`config.mk`:
```
export PLATFORM = sky130hd
export DESIGN_NAME = if_fetch
export DESIGN_NICKNAME = d
export VERILOG_FILES = /design/src/rtl/if_fetch_pkg.sv /design/src/rtl/if_fetch_bht.sv /design/src/rtl/if_fetch.sv
export SDC_FILE = /design/constraint.sdc
export NUM_CORES = 1
export LEC_CHECK = 0
export CAP_MARGIN = 20
export CORE_ASPECT_RATIO = 0.75
export CORE_UTILIZATION = 47
export DETAILED_ROUTE_END_ITERATION = 7
export HOLD_SLACK_MARGIN = 0.08
export PLACE_DENSITY = 0.78
export SLEW_MARGIN = 20
export SYNTH_ARGS = -nofsm -noshare
export SYNTH_HDL_FRONTEND = slang
export SYNTH_SLANG_ARGS = --single-unit
```
`constraint.sdc`:
```
create_clock -name clk -period 2.37 [get_ports clk]
set_input_delay 0.5925 -clock clk [delete_from_list [all_inputs] [get_ports clk]]
set_output_delay 0.5925 -clock clk [all_outputs]
set_load 0.005 [all_outputs]
```
`src/rtl/if_fetch_pkg.sv`:
```
// Shared constants and types for the instruction-fetch stage.
// Build option: BHT_PREDICT_EN enables the branch history table.
package if_fetch_pkg;

    localparam int unsigned XLEN          = 32;
    localparam int unsigned OPC_W         = 7;
    localparam int unsigned BHT_IDX_W_DEF = 6;

    localparam logic [XLEN-1:0]  NOP          = 32'h0000_0013;
    localparam logic [XLEN-1:0]  RESET_PC_DEF = 32'h0000_0000;
    localparam logic [OPC_W-1:0] OP_JAL       = 7'b1101111;
    localparam logic [OPC_W-1:0] OP_BRANCH    = 7'b1100011;

    // Legacy-compatible FSM encodings
    localparam logic [1:0] ST_FETCH = 2'd0;
    localparam logic [1:0] ST_WAIT  = 2'd1;
    localparam logic [1:0] ST_HOLD  = 2'd2;
    localparam logic [1:0] ST_DRAIN = 2'd3;

    typedef struct packed {
        logic [XLEN-1:0] npc;
        logic            pred;
    } next_pc_t;

endpackage

```
`src/rtl/if_fetch_bht.sv`:
```
// Branch history table: 2-bit saturating counters, async read, clocked update.
module if_fetch_bht #(
    parameter int unsigned IDX_W = 6
) (
    input  logic             clk,
    input  logic             rst,
    input  logic [IDX_W-1:0] rd_idx,
    output logic [1:0]       rd_ctr_c,
    input  logic             wr_en,
    input  logic [IDX_W-1:0] wr_idx,
    input  logic             wr_taken
);

    localparam int unsigned DEPTH = 1 << IDX_W;

    logic [1:0] ctr [DEPTH];

    // A same-cycle lookup sees the pre-update value
    assign rd_ctr_c = ctr[rd_idx];

    always_ff @(posedge clk or negedge rst) begin
        if (!rst) begin
            for (int unsigned i = 0; i < DEPTH; i++) begin
                ctr[IDX_W'(i)] <= 2'b01;
            end
        end else if (wr_en) begin
            if (wr_taken && (ctr[wr_idx] != 2'b11)) begin
                ctr[wr_idx] <= ctr[wr_idx] + 2'd1;
            end else if (!wr_taken && (ctr[wr_idx] != 2'b00)) begin
                ctr[wr_idx] <= ctr[wr_idx] - 2'd1;
            end
        end
    end

endmodule

```
`src/rtl/if_fetch.sv`:
```
// Instruction fetch: PC generation, memory request handshake, static/BHT prediction.
// Build option: BHT_PREDICT_EN enables BHT-based prediction of conditional branches.
module if_fetch
    import if_fetch_pkg::*;
#(
    parameter logic [31:0] RESET_PC  = RESET_PC_DEF,
    parameter int unsigned BHT_IDX_W = BHT_IDX_W_DEF
) (
    input  logic        clk,
    input  logic        rst,
    input  logic        stall,
    input  logic        flush,
    input  logic [31:0] flush_pc,
    input  logic        bht_upd,
    input  logic [31:0] bht_upd_pc,
    input  logic        bht_taken,
    output logic        mem_req,
    output logic [31:0] mem_addr,
    input  logic        mem_done,
    input  logic [31:0] mem_inst,
    output logic        out_valid,
    output logic [31:0] out_pc,
    output logic [31:0] out_inst,
    output logic        out_pred
);

    logic [1:0]      state;
    logic [1:0]      state_nxt;
    logic [XLEN-1:0] pc;
    logic [XLEN-1:0] hold_npc;
    logic            issue;
    logic            take_word;
    logic            hold_word;
    logic            release_word;
    logic            pred_bxx;
    logic [OPC_W-1:0] opcode;
    logic [XLEN-1:0] imm_j;
    logic [XLEN-1:0] imm_b;
    next_pc_t        nxt;

`ifdef BHT_PREDICT_EN
    logic [1:0] bht_ctr;
    logic       unused_bht;

    if_fetch_bht #(
        .IDX_W (BHT_IDX_W)
    ) u_bht (
        .clk      (clk),
        .rst      (rst),
        .rd_idx   (pc[BHT_IDX_W+1:2]),
        .rd_ctr_c (bht_ctr),
        .wr_en    (bht_upd),
        .wr_idx   (bht_upd_pc[BHT_IDX_W+1:2]),
        .wr_taken (bht_taken)
    );

    assign pred_bxx   = bht_ctr[1];
    assign unused_bht = ^bht_upd_pc;
`else
    logic unused_bht;

    assign pred_bxx   = 1'b0;
    assign unused_bht = ^{bht_upd, bht_upd_pc, bht_taken};
`endif

    // Next-PC prediction from the word arriving this cycle
    always_comb begin
        opcode   = mem_inst[6:0];
        imm_j    = {{12{mem_inst[31]}}, mem_inst[19:12], mem_inst[20], mem_inst[30:21], 1'b0};
        imm_b    = {{20{mem_inst[31]}}, mem_inst[7], mem_inst[30:25], mem_inst[11:8], 1'b0};
        nxt.npc  = pc + 32'd4;
        nxt.pred = 1'b0;
        if (opcode == OP_JAL) begin
            nxt.npc  = pc + imm_j;
            nxt.pred = 1'b1;
        end else if ((opcode == OP_BRANCH) && pred_bxx) begin
            nxt.npc  = pc + imm_b;
            nxt.pred = 1'b1;
        end
    end

    always_ff @(posedge clk or negedge rst) begin
        if (!rst) begin
            state <= ST_FETCH;
        end else begin
            state <= state_nxt;
        end
    end

    // Flush overrides every other transition
    always_comb begin
        state_nxt    = state;
        issue        = 1'b0;
        take_word    = 1'b0;
        hold_word    = 1'b0;
        release_word = 1'b0;
        if (flush) begin
            if ((state == ST_WAIT) || (state == ST_DRAIN)) begin
                state_nxt = mem_done ? ST_FETCH : ST_DRAIN;
            end else begin
                state_nxt = ST_FETCH;
            end
        end else begin
            case (state)
                ST_FETCH: begin
                    state_nxt = ST_WAIT;
                    issue     = 1'b1;
                end
                ST_WAIT: begin
                    if (mem_done) begin
                        if (stall) begin
                            state_nxt = ST_HOLD;
                            hold_word = 1'b1;
                        end else begin
                            take_word = 1'b1;
                        end
                    end
                end
                ST_HOLD: begin
                    if (!stall) begin
                        state_nxt    = ST_FETCH;
                        release_word = 1'b1;
                    end
                end
                ST_DRAIN: begin
                    if (mem_done) begin
                        state_nxt = ST_FETCH;
                    end
                end
                default: state_nxt = ST_FETCH;
            endcase
        end
    end

    always_ff @(posedge clk or negedge rst) begin
        if (!rst) begin
            pc        <= RESET_PC;
            hold_npc  <= RESET_PC;
            mem_req   <= 1'b0;
            mem_addr  <= {RESET_PC[31:2], 2'b00};
            out_valid <= 1'b0;
            out_pc    <= '0;
            out_inst  <= NOP;
            out_pred  <= 1'b0;
        end else if (flush) begin
            pc        <= flush_pc;
            mem_req   <= ((state == ST_WAIT) || (state == ST_DRAIN)) && !mem_done;
            out_valid <= 1'b0;
            out_inst  <= NOP;
            out_pred  <= 1'b0;
        end else begin
            // Presentation lasts one cycle except while holding a stalled word
            if (state != ST_HOLD) begin
                out_valid <= 1'b0;
                out_inst  <= NOP;
                out_pred  <= 1'b0;
            end
            if (issue) begin
                mem_req  <= 1'b1;
                mem_addr <= {pc[31:2], 2'b00};
            end
            if (take_word) begin
                pc        <= nxt.npc;
                mem_req   <= 1'b1;
                mem_addr  <= {nxt.npc[31:2], 2'b00};
                out_valid <= 1'b1;
                out_pc    <= pc;
                out_inst  <= mem_inst;
                out_pred  <= nxt.pred;
            end
            if (hold_word) begin
                hold_npc  <= nxt.npc;
                mem_req   <= 1'b0;
                out_valid <= 1'b1;
                out_pc    <= pc;
                out_inst  <= mem_inst;
                out_pred  <= nxt.pred;
            end
            if (release_word) begin
                pc        <= hold_npc;
                out_valid <= 1'b0;
                out_inst  <= NOP;
                out_pred  <= 1'b0;
            end
            if ((state == ST_DRAIN) && mem_done) begin
                mem_req <= 1'b0;
            end
        end
    end

endmodule

```
=== Word level (Yosys, flattened, before mapping) ===
Cells that the tools add are included.

* Bits in registers: 165
* Input port bits: 103
* Output and inout port bits: 99

* Add/sub/neg operators: 2
* Eq/ne operators: 9
* Multiplexer cells: 47
* Bitwise operators: 1
* Reduce and logical (&&, ||, !) cells: 14

{| class="wikitable"
|+ Operators with widths
! cell !! number
|-
| two-way mux 32 bit || 12
|-
| two-way mux 33 bit || 1
|-
| adder 32 x 3 -> 32 bit, second input constant || 1
|-
| adder 32 bit || 1
|-
| two-way mux 1 bit || 26
|-
| two-way mux 2 bit || 7
|-
| != test 3 bit, second input constant || 4
|-
| nonzero test 5 bit || 2
|-
| one-hot mux 2 bit (4 select lines) || 1
|-
| == test 7 bit, second input constant || 1
|-
| AND reduction 2 bit || 3
|-
| == test 2 bit, second input constant || 2
|-
| AND reduction 4 bit || 1
|-
| nonzero test 2 bit || 2
|-
| nonzero test 3 bit || 1
|-
| == test 2 x 1 -> 1 bit, second input constant || 1
|-
| logical AND 1 bit || 2
|-
| logical NOT 2 bit || 1
|-
| != test 2 bit, second input constant || 1
|-
| logical NOT 1 bit || 1
|-
| logical OR 1 bit || 1
|-
| NOT 1 bit || 1
|}

=== Longest topological paths before layout ===
* Depth after elaboration: 8
* Gate-level depth with buffers: 11
* Depth with buffers taken out: 11

=== Worst setup path before layout ===
No wires, ideal clock.

* Path type: input to register
* Start: in mem_inst[21]
* End: reg pc[25]
* Library setup time: 0.141 ns
* Arrival time: 2.636 ns
* Data required time: 2.229 ns
* Path slack: -0.407 ns
* Cell stages on the path: 11
* Buffers on the path: 0
* Path through: ha_1 inv_1 fa_1 nor2b_1 o2111ai_1 a21bo_2 a21o_1 a2111oi_2 o21ai_0 a31oi_1 a31oi_1

* Longest elaborated chain between the ends: 5

{| class="wikitable"
|+ Ends and longest elaborated chain
! what !! RTL line !! RTL
|-
| start, declared || if_fetch.sv:20 || <nowiki>input logic [31:0] mem_inst,</nowiki>
|-
| adder 32 bit || if_fetch.sv:74 || <nowiki>nxt.npc = pc + imm_j;</nowiki>
|-
| two-way mux 33 bit || if_fetch.sv:73 || <nowiki>if (opcode == OP_JAL) begin</nowiki>
|-
| two-way mux 32 bit || if_fetch.sv:162 || <nowiki>if (take_word) begin</nowiki>
|-
| two-way mux 32 bit || if_fetch.sv:179 || <nowiki>if (release_word) begin</nowiki>
|-
| two-way mux 32 bit || if_fetch.sv:145 || <nowiki>end else if (flush) begin</nowiki>
|-
| end signal, assigned || if_fetch.sv:146 || <nowiki>pc <= flush_pc;</nowiki>
|-
| end signal, assigned || if_fetch.sv:163 || <nowiki>pc <= nxt.npc;</nowiki>
|-
| end signal, assigned || if_fetch.sv:180 || <nowiki>pc <= hold_npc;</nowiki>
|-
| end, declared || if_fetch.sv:29 || <nowiki>logic [XLEN-1:0] pc;</nowiki>
|}

Every way passes these cells. The select of a mux whose other input is x is not followed.
A chain may end at the register's enable or synchronous reset.

=== Worst setup path after layout ===
* Start: reg pc[12]
* End: reg pc[27]

* Longest elaborated chain between the ends: 5
* Elaborated cells between the ends (all ways): 6
* Those cells by class: add/sub: 2; mux: 4

{| class="wikitable"
|+ Ends and longest elaborated chain
! what !! RTL line
|-
| adder 32 x 3 -> 32 bit or adder 32 bit (tied branches) || if_fetch.sv:71, if_fetch.sv:74
|-
| two-way mux 33 bit (*) || if_fetch.sv:73
|-
| two-way mux 32 bit (*) || if_fetch.sv:162
|-
| two-way mux 32 bit (*) || if_fetch.sv:179
|-
| two-way mux 32 bit (*) || if_fetch.sv:145
|}

Every way passes the cells marked *; elsewhere a longest branch is shown, timed or not. The select of a mux whose other input is x is not followed.

==> results_dict.tcl <==
set metrics [dict create \
    regToRegSetupSlack_ns -0.46 \
    final_nets 1544 \
    hold_path_class "flop to flop" \
    end_kind "flop" \
    max-cap-violations 0 \
    sw_frac_of_total 0.3670 \
    drt-vias-per-instance 6.226 \
    tightest_slew_ns 0.6866 \
    yosys.area_share.adder 0.04366 \
    drt_iter0_drc 1358 \
    dr.pass1.iters 6 \
    row_count 44 \
    comb_power_share 0.430 \
    vdd_drop_max_v 0.0005524 \
    synth_compound_area_frac 0.2479 \
    async_flop_share 1.000 \
    cts_buffers 17 \
    setup_viol 71 \
    multi_input_area_mm2 0.006155 \
    synthCells 1050 \
    worst_slack_ns -0.4645 \
    dieArea_mm2 0.02045 \
    yosysSeqAreaShare 0.4370 \
    synth-edff-count 0 \
    hp-start "out_pc[13]" \
    core_area_mm2 0.01943 \
    pre_cts_ws_ns -1.112 \
    reg2regPathDepth 13 \
    report.final.slew_viol_count 0 \
    grt_pass1_vias 9916 \
    fin_crit_ns 2.835 \
    clock-sinks 163 \
    failed_checks "negative setup slack" \
    fin_skew_ns 0.01712 \
    cts_tree "built" \
    crit_required_ns 2.76 \
    ant_nets 0 \
    globalRouteTotalUtil 0.3722 \
    dp.cells 1616 \
    finalWirelength_um 39300 \
    grt_setup_unrepaired "true" \
    startpoint "pc[12]" \
    synth_top_area_cell "dfrtp_1" \
    p_int_w 0.008056 \
    cp-endpoint "pc[27]" \
    cts_root_buffer "clkbuf_16" \
    leakage_nw 6.594 \
    port_buffers 165 \
    whs_path_depth 2 \
    antenna_found_initial 0 \
    yosysMostFrequentCell "nand2_1" \
    ios 202 \
    fin_crit_sh 1.196 \
    grt_pass1_wl_um 56250 \
    grt_max_degree 60 \
    powerDensity_mw_per_mm2 848.2 \
    synth_xor_area_frac 0.03938 \
    muxShareOfSynthArea 0.01272 \
    status "finished with violations" \
    synthTopCellsByArea "dfrtp_1 43%, nand2_1 8.2%, a21oi_1 5.0%" \
    ys.flop_type "dfrtp_1" \
    r2r-end "pc[27]" \
    path_class "flop to flop" \
    synth_top_family_by_area "compound AO/OA/AOI/OAI gates" \
    antennaDiodeCount 0 \
    grt-ovfl-total 0 \
    clockPowerShare 0.247 \
    synth.distinct_cells 75 \
    htree_num_levels 4 \
    synthSimpleGateAreaFrac 0.1828 \
    vias 10430 \
    cts_buffer_depth 2 \
    switching_power_w 0.004670 \
    slew_headroom 0.5406 \
    startpoint_type "flop" \
    die_h_um 124.1 \
    final-instance-count-excl-fill 1675 \
    die_w_um 164.8 \
    drive_gt1_frac 0.3305 \
    drc 0 \
    yosys-top-cells-count "205 x nand2_1, 160 x dfrtp_1, 93 x a21oi_1, 69 x o21ai_0, 64 x nor2_1" \
    netlist_area_mm2 0.009341 \
    hold_viol 0 \
    synth-seq-cells 163 \
    critPathMaxFanout 5 \
    clkLatencyLatePin_ns 0.46 \
    r2r-start "pc[12]" \
    regArea_mm2 0.004090 \
    start_util 0.4807 \
    dp_hpwl_um 26670 \
    synth-warning-count 0 \
    wl_per_cell_um 23.46 \
    area_growth_pct 60.61 \
    gp_congestion 0.9944 \
    nFillCells 1253 \
    synth_top_area_frac 0.4286 \
    max_freq_ghz 0.3528 \
    path_clk_slew_ns 0.07 \
    cp.arrival_ns 3.22 \
    pwr-share-seq 0.324 \
    avgSynthCellArea_um2 8.897 \
]
==> routing by layer <==
layer | routed length (um) | up-vias | track usage | share of wire
li1 | - | 4504 | - | -
met1 | 16410 | 5143 | 0.5370 | 0.42
met2 | 16650 | 697 | 0.5305 | 0.42
met3 | 5402 | 84 | 0.1329 | 0.14
met4 | 835 | 0 | 0.08314 | 0.021
met5 | 0 | - | 0 | 0
==> stage by stage <==
stage	utilization	TNS [ns]	instance area (um^2)	hold slack (ns)	total power, W
2_1_floorplan	-	-5.052	9553	0.2969	0.005915
3_3_place_gp	0.6707	-64.96	13030	0.4571	0.008387
3_5_place_dp	0.6707	-67.53	13030	0.4620	0.008486
4_1_cts	0.7401	-12.49	14380	0.4796	0.01206
5_1_grt	0.7720	-21.75	15000	0.4987	0.01324
6_report	0.7720	-17.90	15000	0.4779	0.01273
==> placed cells by master, fill, tap and decap left out, drive strengths merged, types with 4 or more instances in the layout <==
master / instances
dlygate4sd2: 15
a311oi: 5
mux2: 7
and2: 4
dfrtp: 160
and3: 19
buf: 246
nor3: 15
nand4: 11
xor2: 18
xnor2: 24
nor2: 65
o22a: 14
nand2b: 6
a211o: 6
a21o: 15
inv: 19
and4: 4
or3: 12
a31oi: 20
o31a: 4
a221oi: 6
nand2: 205
o21a: 4
a22o: 47
a211oi: 4
o21ai: 71
mux2i: 4
a21oi: 93
clkinv: 5
nand3: 19
a22oi: 14
clkdlybuf4s50: 145
ha: 31
clkbuf: 18
o22ai: 13
==> power groups by stage <==
| stage | Combinational [W] | Clock (W) | Sequential [W] |
|---|---|---|---|
| 6_report | 0.00547 | 0.00314 | 0.00412 |
| 5_1_grt | 0.00581 | 0.00325 | 0.00418 |
| 4_1_cts | 0.00484 | 0.00315 | 0.00408 |
| 3_5_place_dp | 0.00439 | 0 | 0.00410 |
| 3_3_place_gp | 0.00432 | 0 | 0.00407 |
| 2_1_floorplan | 0.00190 | 0 | 0.00401 |
==> worst min-delay path by stage <==
stage | endpoint | slack (ns)
floorplan | hold_npc[0] | 0.30
global placement | out_pc[7] | 0.46
detailed placement | out_pc[15] | 0.46
CTS | out_pc[13] | 0.48
global route | out_inst[12] | 0.50
finish | out_pc[13] | 0.48
==> final cells by class <==
type,count,share of cell area
Clock buffer,17,0.02835
Clock inverter,15,0.01568
Inverter,12,0.003002
Multi-Input combinational cell,804,0.4102
Sequential cell,163,0.2726
Tap cell,253,0.02110
Timing Repair Buffer,411,0.2490
==> worst max-delay path: stages (launching register included) <==
cell and delay (ns):
dfrtp_1 0.44, ha_4 0.24, buf_4 0.18, a21oi_1 0.14, inv_1 0.08, a31oi_2 0.28, buf_6 0.19, a31oi_4 0.12
buf_6 0.15, buf_6 0.11, a21o_1 0.17, a211o_1 0.38, a21oi_1 0.16, o22a_1 0.13
==> state kept, by name, summed over array words and instances, names as in the netlist <==
register   flops
out_inst      32
state          2
out_pc        32
mem_addr      30
pc            32
hold_npc      32
mem_req        1
out_valid      1
out_pred       1
==> cells by family (layout without fill, tap and decap cells) <==
kind of cell	after synthesis	after routing
other	1	2
multiplexers	11	11
XOR/XNOR	42	42
AND/OR/NAND/NOR	375	375
flip-flops	163	163
AO/OA/AOI/OAI	342	342
adder cells (fa/ha/maj)	32	32
buffers and inverters	84	455
==> repair_timing <==
item	in CTS	in global routing
resized for setup	148	107
endpoints found under the setup margin	78	80
pin swaps	62	81
hold endpoints to repair	35	0
cloned	1	0
setup buffers	17	15
hold buffers	1	0
Power figures use the tool's default switching activity.
